## config.mk

```make
export PLATFORM = sky130hd
export DESIGN_NAME = fingerprint_matcher_flat
export DESIGN_NICKNAME = d
export VERILOG_FILES = /design/src/rtl/fingerprint_matcher_if.sv /design/src/rtl/fingerprint_matcher.sv /design/src/flat_wrapper.sv
export SDC_FILE = /design/constraint.sdc
export NUM_CORES = 2
export LEC_CHECK = 0
export CAP_MARGIN = 20
export CORE_MARGIN = 1.5
export CORE_UTILIZATION = 30
export CTS_BUF_LIST = sky130_fd_sc_hd__clkbuf_2 sky130_fd_sc_hd__clkbuf_4 sky130_fd_sc_hd__clkbuf_8
export DETAILED_ROUTE_END_ITERATION = 12
export GPL_TIMING_DRIVEN = 0
export SLEW_MARGIN = 10
export SYNTH_ARGS = -nofsm -noshare
export SYNTH_HDL_FRONTEND = slang
export SYNTH_MEMORY_MAX_BITS = 65536
export SYNTH_SLANG_ARGS = --single-unit
```

## constraint.sdc

```tcl
create_clock -name clk -period 10.25 [get_ports clk]
set_input_delay 1.5375 -clock clk [delete_from_list [all_inputs] [get_ports clk]]
set_output_delay 1.5375 -clock clk [all_outputs]
set_load 0.01 [all_outputs]
```

## src/rtl/fingerprint_matcher_if.sv

```systemverilog
// Bus between the fingerprint matcher, the histogram read port and the reference loader.
// The slave modport is the matcher's view; the master modport is the environment's view.
interface fingerprint_matcher_if #(
  parameter int unsigned BIN_W = 20,
  parameter int unsigned SAD_W = 26
) ();
  logic             start;
  logic [5:0]       bin_idx;
  logic [BIN_W-1:0] bin_data;
  logic             ref_wr_en;
  logic [1:0]       ref_wr_sel;
  logic [5:0]       ref_wr_idx;
  logic [BIN_W-1:0] ref_wr_data;
  logic             busy;
  logic             done;
  logic [1:0]       match_id;
  logic             match_valid;
  logic [SAD_W-1:0] best_sad;

  modport slave (
    input  start, bin_data, ref_wr_en, ref_wr_sel, ref_wr_idx, ref_wr_data,
    output bin_idx, busy, done, match_id, match_valid, best_sad
  );

  modport master (
    output start, bin_data, ref_wr_en, ref_wr_sel, ref_wr_idx, ref_wr_data,
    input  bin_idx, busy, done, match_id, match_valid, best_sad
  );
endinterface

```

## src/rtl/fingerprint_matcher.sv

```systemverilog
// Streams a histogram against NUM_REFS stored reference fingerprints, accumulating
// per-reference SAD, and reports the closest reference and whether it is within threshold.
module fingerprint_matcher #(
  parameter int unsigned      NUM_BINS     = 50,
  parameter int unsigned      BIN_W        = 20,
  parameter int unsigned      NUM_REFS     = 4,
  parameter int unsigned      SAD_W        = 26,
  parameter logic [SAD_W-1:0] MATCH_THRESH = SAD_W'(5000)
) (
  input logic                  clk,
  input logic                  rst,
  fingerprint_matcher_if.slave bus
);
  localparam int unsigned IDX_W = 6;
  localparam int unsigned ID_W  = 2;

  typedef enum logic [2:0] {IDLE, FETCH, DRAIN, COMPARE, DONE} state_t;

  state_t           r_state;
  state_t           w_state_nxt;
  logic [IDX_W-1:0] r_bin_idx;
  logic [IDX_W-1:0] w_bin_idx_nxt;
  logic             w_clr_acc;
  logic [IDX_W-1:0] r_acc_idx;
  logic             r_acc_vld;
  logic             r_busy;
  logic             r_done;
  logic [ID_W-1:0]  r_match_id;
  logic             r_match_valid;
  logic [SAD_W-1:0] r_best_sad;
  logic [ID_W-1:0]  w_min_id;
  logic [SAD_W-1:0] w_min_sad;

  logic [BIN_W-1:0] r_ref_mem [NUM_REFS][NUM_BINS];
  logic [SAD_W-1:0] r_acc     [NUM_REFS];
  logic [BIN_W-1:0] w_ref_val [NUM_REFS];
  logic [SAD_W-1:0] w_diff    [NUM_REFS];

  always_ff @(posedge clk) begin
    if (rst) r_state <= IDLE;
    else     r_state <= w_state_nxt;
  end

  always_comb begin
    w_state_nxt   = r_state;
    w_bin_idx_nxt = '0;
    w_clr_acc     = 1'b0;
    case (r_state)
      IDLE: begin
        if (bus.start) begin
          w_state_nxt = FETCH;
          w_clr_acc   = 1'b1;
        end
      end
      FETCH: begin
        if (r_bin_idx == IDX_W'(NUM_BINS - 1)) w_state_nxt = DRAIN;
        else                                   w_bin_idx_nxt = r_bin_idx + IDX_W'(1);
      end
      DRAIN:   w_state_nxt = COMPARE;
      COMPARE: w_state_nxt = DONE;
      DONE:    w_state_nxt = IDLE;
      default: w_state_nxt = IDLE;
    endcase
  end

  // bin_data arrives one cycle after its address, so the ref lookup uses the delayed index
  always_comb begin
    for (int unsigned r = 0; r < NUM_REFS; r++) begin
      w_ref_val[r] = r_ref_mem[r][r_acc_idx];
      w_diff[r]    = (bus.bin_data >= w_ref_val[r]) ? SAD_W'(bus.bin_data - w_ref_val[r])
                                                    : SAD_W'(w_ref_val[r] - bus.bin_data);
    end
  end

  // Strict less-than keeps the lowest index on ties
  always_comb begin
    w_min_sad = r_acc[0];
    w_min_id  = '0;
    for (int unsigned r = 1; r < NUM_REFS; r++) begin
      if (r_acc[r] < w_min_sad) begin
        w_min_sad = r_acc[r];
        w_min_id  = ID_W'(r);
      end
    end
  end

  always_ff @(posedge clk) begin
    if (rst) begin
      r_bin_idx     <= '0;
      r_acc_idx     <= '0;
      r_acc_vld     <= 1'b0;
      r_busy        <= 1'b0;
      r_done        <= 1'b0;
      r_match_id    <= '0;
      r_match_valid <= 1'b0;
      r_best_sad    <= '0;
      for (int unsigned r = 0; r < NUM_REFS; r++) r_acc[r] <= '0;
    end else begin
      r_bin_idx <= w_bin_idx_nxt;
      r_acc_idx <= r_bin_idx;
      r_acc_vld <= (r_state == FETCH);
      r_busy    <= (w_state_nxt == FETCH) || (w_state_nxt == DRAIN) || (w_state_nxt == COMPARE);
      r_done    <= (w_state_nxt == DONE);
      for (int unsigned r = 0; r < NUM_REFS; r++) begin
        if (w_clr_acc)      r_acc[r] <= '0;
        else if (r_acc_vld) r_acc[r] <= r_acc[r] + w_diff[r];
      end
      if (r_state == COMPARE) begin
        r_match_id    <= w_min_id;
        r_best_sad    <= w_min_sad;
        r_match_valid <= (w_min_sad <= MATCH_THRESH);
      end
    end
  end

  // Reference RAM survives reset; reset still blocks a coincident write
  always_ff @(posedge clk) begin
    if (!rst && (r_state == IDLE) && bus.ref_wr_en && (32'(bus.ref_wr_idx) < NUM_BINS))
      r_ref_mem[bus.ref_wr_sel][bus.ref_wr_idx] <= bus.ref_wr_data;
  end

  assign bus.bin_idx     = r_bin_idx;
  assign bus.busy        = r_busy;
  assign bus.done        = r_done;
  assign bus.match_id    = r_match_id;
  assign bus.match_valid = r_match_valid;
  assign bus.best_sad    = r_best_sad;
endmodule

```

## src/flat_wrapper.sv

```systemverilog
// flat-port wrapper written by rule: the top's interface ports become plain ports
module fingerprint_matcher_flat 
#(
  parameter int unsigned      NUM_BINS     = 50,
  parameter int unsigned      BIN_W        = 20,
  parameter int unsigned      NUM_REFS     = 4,
  parameter int unsigned      SAD_W        = 26,
  parameter logic [SAD_W-1:0] MATCH_THRESH = SAD_W'(5000)
)
  (clk, rst, bus_start, bus_bin_data, bus_ref_wr_en, bus_ref_wr_sel, bus_ref_wr_idx, bus_ref_wr_data, bus_bin_idx, bus_busy, bus_done, bus_match_id, bus_match_valid, bus_best_sad);
  fingerprint_matcher_if #(.BIN_W(BIN_W), .SAD_W(SAD_W)) bus_i ();
  input logic clk;
  input logic rst;
  input wire logic [$bits(bus_i.start)-1:0] bus_start;
  input wire logic [$bits(bus_i.bin_data)-1:0] bus_bin_data;
  input wire logic [$bits(bus_i.ref_wr_en)-1:0] bus_ref_wr_en;
  input wire logic [$bits(bus_i.ref_wr_sel)-1:0] bus_ref_wr_sel;
  input wire logic [$bits(bus_i.ref_wr_idx)-1:0] bus_ref_wr_idx;
  input wire logic [$bits(bus_i.ref_wr_data)-1:0] bus_ref_wr_data;
  output wire logic [$bits(bus_i.bin_idx)-1:0] bus_bin_idx;
  output wire logic [$bits(bus_i.busy)-1:0] bus_busy;
  output wire logic [$bits(bus_i.done)-1:0] bus_done;
  output wire logic [$bits(bus_i.match_id)-1:0] bus_match_id;
  output wire logic [$bits(bus_i.match_valid)-1:0] bus_match_valid;
  output wire logic [$bits(bus_i.best_sad)-1:0] bus_best_sad;
  assign bus_i.start = bus_start;
  assign bus_i.bin_data = bus_bin_data;
  assign bus_i.ref_wr_en = bus_ref_wr_en;
  assign bus_i.ref_wr_sel = bus_ref_wr_sel;
  assign bus_i.ref_wr_idx = bus_ref_wr_idx;
  assign bus_i.ref_wr_data = bus_ref_wr_data;
  assign bus_bin_idx = bus_i.bin_idx;
  assign bus_busy = bus_i.busy;
  assign bus_done = bus_i.done;
  assign bus_match_id = bus_i.match_id;
  assign bus_match_valid = bus_i.match_valid;
  assign bus_best_sad = bus_i.best_sad;
  fingerprint_matcher #(.NUM_BINS(NUM_BINS), .BIN_W(BIN_W), .NUM_REFS(NUM_REFS), .SAD_W(SAD_W), .MATCH_THRESH(MATCH_THRESH)) u_core (.clk(clk), .rst(rst), .bus(bus_i));
endmodule
```

==> impl_metrics.toml <==
[status]
status = "complete, no violations"

[global_route]
first_global_vias = 98610
antenna_found_initial = 81
overflow = 0
grt_pass1_wl_um = 899100
grt_max_degree = 126
grt_usage_pct = 22.94

[die]
boundaryPins = 89
dieArea_sq_um = 581400
core_area_sq_um = 573900
fp.dieH_um = 762.5
start_util_pct = 30.15
dieWidth_um = 762.5
num_rows = 278

[synthesis]
synth_top_area_cell = "edfxtp_1"
synth_async_sr_flop_share_pct = 0
ys_seq_elements = 4151
synth.avg_cell_area_sq_um = 18.65
synth-simple-area-share_pct = 3.081
synth_top_family_by_area = "multiplexers"
synth-xor-area-share_pct = 0.7591
synth_mux_area_share_pct = 15.46
ys_top_cells_by_count = "edfxtp_1, mux4_2, nor2_1"
synth_compound_area_share_pct = 4.840
yosys_warnings = 0
yosys_most_used_dff = "edfxtp_1"
syn_area_sq_um = 173100
yosysSeqAreaShare_pct = 71.76
yosysMostFrequentCell = "edfxtp_1"
synth_nets = 9677
yosys.area_share.adder_pct = 2.568
synthCells = 9277
synth.area.top_cells = "edfxtp_1, mux4_2, mux2i_1"
netlist-cell-type-count = 86
synth_edf_count = 4104
synth_top_area_share_pct = 71.21

[placement]
port-buffer-count = 85
post-place-ws_ns = -4.237
hpwl_um = 483400
dp_cells = 17250
gp_congestion = 1.012

[timing]
finalCritPeriodShare_pct = 99.51
max_freq_mhz = 98.04
fin_crit_ns = 10.20
worstMarginPinSlew_ns = 1.363
setup_viol = 0
maxSlewViolCount = 0
fin_ws_ns = 0.04993
hold_viol_final = 0
fin_worst_skew_ns = 0.1450
maxSlewHeadroom_pct = 8.148

[cts]
cts.sinks = 4151
h-tree-depth = 6
clk_path_buf_depth = 4
cts_buffers = 652
clk_latency_ns = 1.36
cts_tree = "done"
cts.clk_slew.worst_paths_ns = 0.06
clockRootBuffer = "clkbuf_8"

[setup_path]
worst_ep_required_time_ns = 11.22
path_delay_family = "compound AO/OA/AOI/OAI gates"
cpMaxStageDelayCell = "nor3_1"
cp_max_fo = 10
path_common_cell = "nor2_1"
cp_num_buf_inv = 8
slowest_delay_ns = 0.92
endpoint_kind = "flip-flop"
critPathArrivalTime_ns = 11.17
critPathKind = "reg -> reg"
crit_path_start_kind = "flip-flop"

[pwr]
ir_drop_mv = 0.1404
report.power.total_mw = 35.68
power_density_nw_per_um2 = 172.6
p_leak_nw = 65.11

[routing]
vias = 104800
drt.antenna.violating_nets = 0
drc_errors = 0
wl_per_cell_um = 37.30
initialDrtViolationCount = 17420
drt-total-wl_um = 688800
viasPerCell = 5.677
firstDrtPassIters = 7

[min_path]
min_path_type = "reg -> reg"

[finish]
syn_to_final_growth_pct = 19.43
fin_cells = 18470
final_layout_size_suffix_gt1_share_pct = 28.48
final_net_count = 10740

[run]
drv_cap = 0
==> timing repair <==
| action | 4_1_cts | 5_1_grt |
|---|---|---|
| pin swaps | 7 | 10 |
| endpoints found under the setup margin | 100 | 37 |
| setup buffers | 4 | 0 |
| hold buffers | 0 | 0 |
| resized for setup | 384 | 298 |
==> final cells by class <==
cell class | count | area, sq um
well taps | 7560 | 9459
diodes | 69 | 172.7
clock inverters | 291 | 2093
repair buffers | 422 | 7895
clock buffers | 863 | 10580
multi-input cells | 4442 | 48440
inverters | 216 | 810.8
fillers | 53110 | 367200
flip-flops and latches | 4151 | 124200
plain buffers | 455 | 3040
==> layer usage <==
layer  global-route usage [%]  up-vias  wire, um
li1                         -    40210         -
met1                    28.52    54400    246100
met2                    32.37     8343    284900
met3                    10.22     1853    103000
met4                    14.49       38     53850
met5                    1.098        -      1012
==> path summary, 6_finish.rpt <==
path / startpoint / to / slack [ns] / depth (start not counted)
max reg2reg: u_core.r_acc_idx[3] / u_core.r_acc[2][24] / 0.05 / 32
max: u_core.r_acc_idx[3] / u_core.r_acc[2][24] / 0.05 / 32
min reg2reg: u_core.bus.best_sad[5] / u_core.bus.best_sad[5] / 0.50 / 2
min: u_core.bus.best_sad[5] / u_core.bus.best_sad[5] / 0.50 / 2
==> cell usage in the layout (no fill, tap or decap), types with 117 or more instances in the layout <==
master,n
a21o_1,117
a21oi_1,360
buf_12,174
clkbuf_4,272
clkbuf_8,661
clkinv_1,169
edfxtp_1,4104
ha_1,336
inv_1,214
mux2i_1,420
mux4_2,951
nand2_1,247
nor2_1,295
nor2_4,201
o21ai_0,235
==> worst reg2reg max path: cells and delay by family, from the launching register on <==
family          cells  cell delay [ns]
compound gates     11             2.54
xor+xnor            2             0.38
fa+ha+maj           2             0.72
buf+inv             8             2.34
flops               1             0.50
mux                 3             1.45
simple gates        6             2.02
==> logic make-up (layout without fill, tap and decap cells) <==
kind of cell,after synthesis,count (layout)
flops,4151,4151
mux,1473,1473
compound gates,1305,1305
simple gates,1166,1166
buf+inv,684,2247
fa+ha+maj,348,348
xor+xnor,150,150
other cells,0,69
==> report_power, final <==
group          switching (mW)  internal (mW)  total (mW)
sequential             0.0648           18.7        18.8
clock                    7.06           7.11        14.2
combinational            1.79          0.957        2.74
total                    8.91           26.8        35.7
==> state kept, by name (all words and copies together), names as in the netlist, 2 cells and up <==
name and cells:
u_core.bus.best_sad 26, u_core.bus.bin_idx 6, u_core.bus.match_id 2, u_core.r_acc 104
u_core.r_acc_idx 6, u_core.r_ref_mem 4000, u_core.r_state 3
==> per-stage QoR <==
stage	hold slack (ns)	instance area [sq um]	TNS, ns	utilization [%]
floorplan	0.4808	173100	0	-
global placement	0.4944	183400	-381.21	31.95
detailed placement	0.4955	192200	-227.04	33.48
CTS	0.4252	205900	-0.08740	35.88
global route	0.4878	206500	-0.0009894	35.99
finish	0.4978	206700	0	36.01
Note: power is estimated with default switching activity, not from simulation.
